## src/rtl/axi_rd_burst_sched.sv

```systemverilog
// axi_rd_burst_sched
// Splits one DMA read command (start address + beat count) into AXI INCR
// bursts that never exceed MAX_BURST beats and never cross a 4 KB page.
// Bursts go to the read engine one at a time; each must complete before the
// next is issued. done pulses once the final burst has completed.
module axi_rd_burst_sched #(
  parameter int ADDR_WDTH = 32,
  parameter int DATA_WDTH = 32,
  parameter int LEN_WDTH  = 24,
  parameter int MAX_BURST = 256
) (
  input  logic                 axi_clk,
  input  logic                 axi_rst_n,
  input  logic                 soft_rst,
  input  logic                 cmd_vld,
  output logic                 cmd_rdy,
  input  logic [ADDR_WDTH-1:0] cmd_addr,
  input  logic [LEN_WDTH-1:0]  cmd_len,
  output logic                 busy,
  output logic                 done,
  output logic                 rstart_vld,
  input  logic                 rstart_rdy,
  output logic [ADDR_WDTH-1:0] raddr,
  output logic [7:0]           rburst_len,
  output logic [15:0]          dbg_burst_cnt
);

  localparam int BYTES = DATA_WDTH / 8;
  localparam int BSH   = $clog2(BYTES);

  typedef enum logic [2:0] {
    S_IDLE  = 3'd0,
    S_CALC  = 3'd1,
    S_ISSUE = 3'd2,
    S_WAIT  = 3'd3,
    S_DONE  = 3'd4
  } state_t;

  state_t               state;
  state_t               state_nxt;

  logic [ADDR_WDTH-1:0] cur_addr;
  logic [LEN_WDTH-1:0]  rem;
  logic [8:0]           beats;
  logic [12:0]          bnd;
  logic [8:0]           beats_calc;
  logic                 hshake;
  logic [ADDR_WDTH-1:0] addr_aligned;

  // Smallest of remaining beats, MAX_BURST and beats left in the 4 KB page.
  // Result is always 1..MAX_BURST because rem > 0 and bnd >= 1 whenever used.
  function automatic logic [8:0] clamp_beats(input logic [LEN_WDTH-1:0] r,
                                             input logic [12:0]         b);
    logic [8:0] m;
    m = 9'(MAX_BURST);
    if (b < 13'(MAX_BURST)) m = b[8:0];
    if (r < LEN_WDTH'(m))   m = r[8:0];
    return m;
  endfunction

  // Beats remaining before the next 4 KB boundary, plus the clamped burst size.
  always_comb begin
    bnd          = (13'd4096 - {1'b0, cur_addr[11:0]}) >> BSH;
    beats_calc   = clamp_beats(rem, bnd);
    hshake       = rstart_vld & rstart_rdy;
    addr_aligned = cmd_addr & ~ADDR_WDTH'(BYTES - 1);
  end

  // State register.
  always_ff @(posedge axi_clk or negedge axi_rst_n) begin
    if (!axi_rst_n) state <= S_IDLE;
    else            state <= state_nxt;
  end

  // Next-state logic; soft_rst overrides every transition.
  always_comb begin
    state_nxt = state;
    if (soft_rst) begin
      state_nxt = S_IDLE;
    end else begin
      case (state)
        S_IDLE:  if (cmd_vld) state_nxt = (cmd_len == '0) ? S_DONE : S_CALC;
        S_CALC:  state_nxt = S_ISSUE;
        S_ISSUE: if (hshake) state_nxt = S_WAIT;
        S_WAIT:  if (rstart_rdy) state_nxt = (rem == '0) ? S_DONE : S_CALC;
        S_DONE:  state_nxt = S_IDLE;
        default: state_nxt = S_IDLE;
      endcase
    end
  end

  // Decoded outputs: ready only while idle, busy otherwise.
  always_comb begin
    cmd_rdy = (state == S_IDLE);
    busy    = (state != S_IDLE);
  end

  // Control registers: request valid, done pulse, remaining beats, burst count.
  always_ff @(posedge axi_clk or negedge axi_rst_n) begin
    if (!axi_rst_n) begin
      rstart_vld    <= 1'b0;
      done          <= 1'b0;
      rem           <= '0;
      dbg_burst_cnt <= '0;
    end else begin
      rstart_vld <= (state_nxt == S_ISSUE);
      done       <= (state_nxt == S_DONE);
      if (soft_rst) begin
        rem <= '0;
      end else begin
        case (state)
          S_IDLE: if (cmd_vld) rem <= cmd_len;
          S_ISSUE: begin
            if (hshake) begin
              rem           <= rem - LEN_WDTH'(beats);
              dbg_burst_cnt <= dbg_burst_cnt + 16'd1;
            end
          end
          default: ;
        endcase
      end
    end
  end

  // Address registers: running address, and burst fields held through ISSUE.
  always_ff @(posedge axi_clk or negedge axi_rst_n) begin
    if (!axi_rst_n) begin
      cur_addr   <= '0;
      raddr      <= '0;
      rburst_len <= '0;
      beats      <= '0;
    end else if (!soft_rst) begin
      case (state)
        S_IDLE: if (cmd_vld) cur_addr <= addr_aligned;
        S_CALC: begin
          raddr      <= cur_addr;
          rburst_len <= 8'(beats_calc - 9'd1);
          beats      <= beats_calc;
        end
        S_ISSUE: if (hshake) cur_addr <= cur_addr + (ADDR_WDTH'(beats) << BSH);
        default: ;
      endcase
    end
  end

endmodule

```

## config.mk

```make
export PLATFORM = sky130hd
export DESIGN_NAME = axi_rd_burst_sched
export DESIGN_NICKNAME = d
export VERILOG_FILES = /design/src/rtl/axi_rd_burst_sched.sv
export SDC_FILE = /design/constraint.sdc
export NUM_CORES = 1
export LEC_CHECK = 0
export ABC_AREA = 1
export CORE_ASPECT_RATIO = 0.6
export CORE_MARGIN = 2
export CORE_UTILIZATION = 58
export DETAILED_ROUTE_END_ITERATION = 8
export DONT_BUFFER_PORTS = 1
export PLACE_DENSITY_LB_ADDON = 0.15
export SLEW_MARGIN = 20
export SYNTH_ARGS = -nofsm -noshare
export SYNTH_HDL_FRONTEND = slang
export SYNTH_SLANG_ARGS = --single-unit
```

## constraint.sdc

```tcl
create_clock -name axi_clk -period 3.1 [get_ports axi_clk]
set_clock_uncertainty 0.15 [all_clocks]
set_input_delay 0.465 -clock axi_clk [delete_from_list [all_inputs] [get_ports axi_clk]]
set_output_delay 0.465 -clock axi_clk [all_outputs]
set_load 0.02 [all_outputs]
```

==> results.yml <==
floorplan:
  start_util_pct: 59.0
  rows: 32
  die_y_um: 92.1
  fp.dieW_um: 151
  core_mm2: 0.0127
  die_area_mm2: 0.0139
  ios: 121
cells_and_area:
  nFillCells: 970
  layout_common_cells: "nand2_1, dfrtp_1, inv_1"
  fin_util_pct: 71.2
  area_delta_synth_final_pct: 20.7
  final_nets: 1118
  layout_commonest_cell: "nand2_1"
  multi_input_area_mm2: 0.00413
  regArea_mm2: 0.00305
  drive_above_1_share_pct: 20.0
  antennaDiodeCount: 0
timing:
  setup_ws_ns: -0.217
  max-slew-margin-rel_pct: 58.3
  drv_slew: 0
  min_period_over_period_pct: 107
  whs_ns: -0.409
  setup_viol: 14
  hold_viol: 122
  tightest_slew_ns: 0.625
  rsz0062_at_grt: "yes"
  period_minus_slack_ns: 3.32
  max_freq_mhz: 301
logic_synthesis:
  synth-seq-cells: 122
  synth_seq_area_share_pct: 40.7
  syn_inst: 971
  synth_area_leaders: "dfrtp_1, nand2_1, o21ai_0, inv_1, ha_1"
  syn_area_mm2: 0.00751
  synthArstFlopShare_pct: 100
  synthFlopType: "dfrtp_1"
  avgSynthCellArea_um2: 7.73
  synth_enable_flop_cells: 0
  synth.top_cell.area_share_pct: 40.7
  yosys_warnings: 0
  yosysUniqueCellTypes: 52
  synth_area_leader_cell: "dfrtp_1"
run_status:
  status: "finished, violations left"
  violations: "negative hold slack, negative setup slack"
global_routing:
  grt_pass1_wl_mm: 32.3
  grt_use_total_pct: 30.1
  gr-total-overflow: 0
  antenna_found_initial: 0
  grt_max_degree: 123
  grt_pass1_vias: 6291
power_and_ir_drop:
  ir_drop_uv: 484
  leakagePower_nw: 4.33
  powerDensity_mw_per_mm2: 821
critical_path:
  reg2reg_setup_slack_ns: -0.22
  startpoint: "cur_addr[3]"
  crit_fanout: 8
  cp_slowest_stage_delay_ns: 0.39
  cp-start-kind: "flip-flop"
  slowest_stage: "dfrtp_1"
  worst_path_most_repeated_cell: "nand2_4"
  critPathArrivalTime_ns: 3.48
  crit_family: "simple AND/OR/NAND/NOR gates"
  crit_type: "flip-flop to flip-flop"
  endpoint_kind: "flip-flop"
  cp_num_buf_inv: 5
  regToRegStartpoint: "cur_addr[3]"
  r2r_end: "rburst_len[7]"
  rr_worst_depth: 26
  required_ns: 3.26
placed_design:
  place.detailed.hpwl_mm: 14.2
  gp_congestion: 0.921
  port_buffers: 0
  post-place-ws_ns: -0.215
routing:
  vias: 6916
  vias_per_cell: 5.73
  ant_nets: 0
  wl_per_cell_um: 17.6
  routed_wl_mm: 21.2
  drt_iter0_drc: 595
  drc: 0
  dr.pass1.iters: 8
job:
  maxCapViolations: 0
clock_tree:
  clock_sinks: 122
  root_buffer: "clkbuf_16"
  htreeDepth: 4
  clockBufferDepth: 2
  cts_buffers: 17
  clkTransAtPathRegs_ns: 0.06
  cts_tree: "yes"
  clk_latency_ns: 0.42
min_path:
  hold_path_class: "primary input to asynchronous set/reset pin"
## cell usage after synthesis (all sizes together), types with 8 or more instances
cell and number:
o21ai 123, xor2 40, dfrtp 122, clkbuf 25, nor3 21, nand3 50, nand2 189, a21oi 45
ha 29, nor2 91, o211ai 14, o22ai 20, inv 138, buf 8, nand4 11
## worst register-to-register path: stages, from the launching register on
cell and delay, ns:
dfrtp_1 0.39, inv_2 0.12, ha_4 0.18, nand3_4 0.09, nor2_4 0.14, nand2_2 0.08
nand2_2 0.09, nand2_4 0.07, nor3_1 0.19, inv_1 0.11, ha_1 0.30, nand2_2 0.05
inv_1 0.04, nand2_1 0.04, nand2_1 0.06, nand2_1 0.06, nand2_2 0.08, nand2_4 0.10
nand2_4 0.13, buf_12 0.15, nand2_4 0.06, nand2_4 0.10, inv_2 0.06, nor2_4 0.15
nand3_2 0.08, nand3_1 0.08, nand2_1 0.05
## metrics by stage
stage | cell area, um2 | instances | setup TNS, ns | hold slack [ns] | power, mW
detailed placement | 7990 | 1158 | -1.09 | 0.0209 | 4.95
global placement | 7990 | 1158 | -0.151 | 0.0212 | 4.88
global route | 9070 | 1208 | -4.62 | -0.432 | 7.90
floorplan | 7540 | 972 | 0 | 0.0194 | 4.24
CTS | 8770 | 1198 | -0.205 | -0.421 | 7.09
finish | 9070 | 1208 | -1.76 | -0.409 | 7.45
## flip-flops by register name (all words and copies together) (netlist names)
register	flops
beats	9
cur_addr	30
dbg_burst_cnt	16
done	1
raddr	30
rburst_len	8
rem	24
rstart_vld	1
state	3
## where the power goes
group | switching, mW | total (mW) | internal (mW)
registers | 0.598 | 2.57 | 1.97
clock network | 0.767 | 2.01 | 1.24
logic | 1.71 | 2.87 | 1.16
## what timing repair did
action,in CTS,in global routing
gates resized for setup,29,61
cloned,0,0
pin swaps,25,36
endpoints found under the setup margin,10,30
setup buffers,9,11
endpoints found under the hold margin,122,122
## worst max path at each step
| stage | end | cells after the start |
|---|---|---|
| 5_1_grt | rburst_len[7] | 27 |
| 3_3_place_gp | rburst_len[4] | 23 |
| 4_1_cts | rburst_len[2] | 20 |
| 3_5_place_dp | rburst_len[2] | 21 |
| 2_1_floorplan | rburst_len[4] | 24 |
| 6_report | rburst_len[7] | 26 |
## layer usage
layer | vias to the layer above | part of all wire, % | global-route usage (%)
met5 | - | 0 | 0
met4 | 0 | 1.1 | 7.17
met3 | 32 | 8.9 | 8.16
met2 | 300 | 41 | 40.0
met1 | 3257 | 49 | 47.6
li1 | 3327 | - | -
## final cells by class
type,count,share of cell area [%]
Multi-Input combinational cell,678,45.5
Sequential cell,122,33.7
Timing Repair Buffer,68,6.15
Inverter,139,5.81
Clock buffer,20,5.15
Tap cell,170,2.35
Clock inverter,11,1.34
## kinds of logic after synthesis
kind of cell             synth area share, %
AND/OR/NAND/NOR                         22.9
AO/OA/AOI/OAI                           16.6
buffers and inverters                   8.96
flip-flops                              40.7
XOR/XNOR                                5.36
adder cells (fa/ha/maj)                 5.36
other                                 0.0499
multiplexers                           0.133
Power figures use the tool's default switching activity.
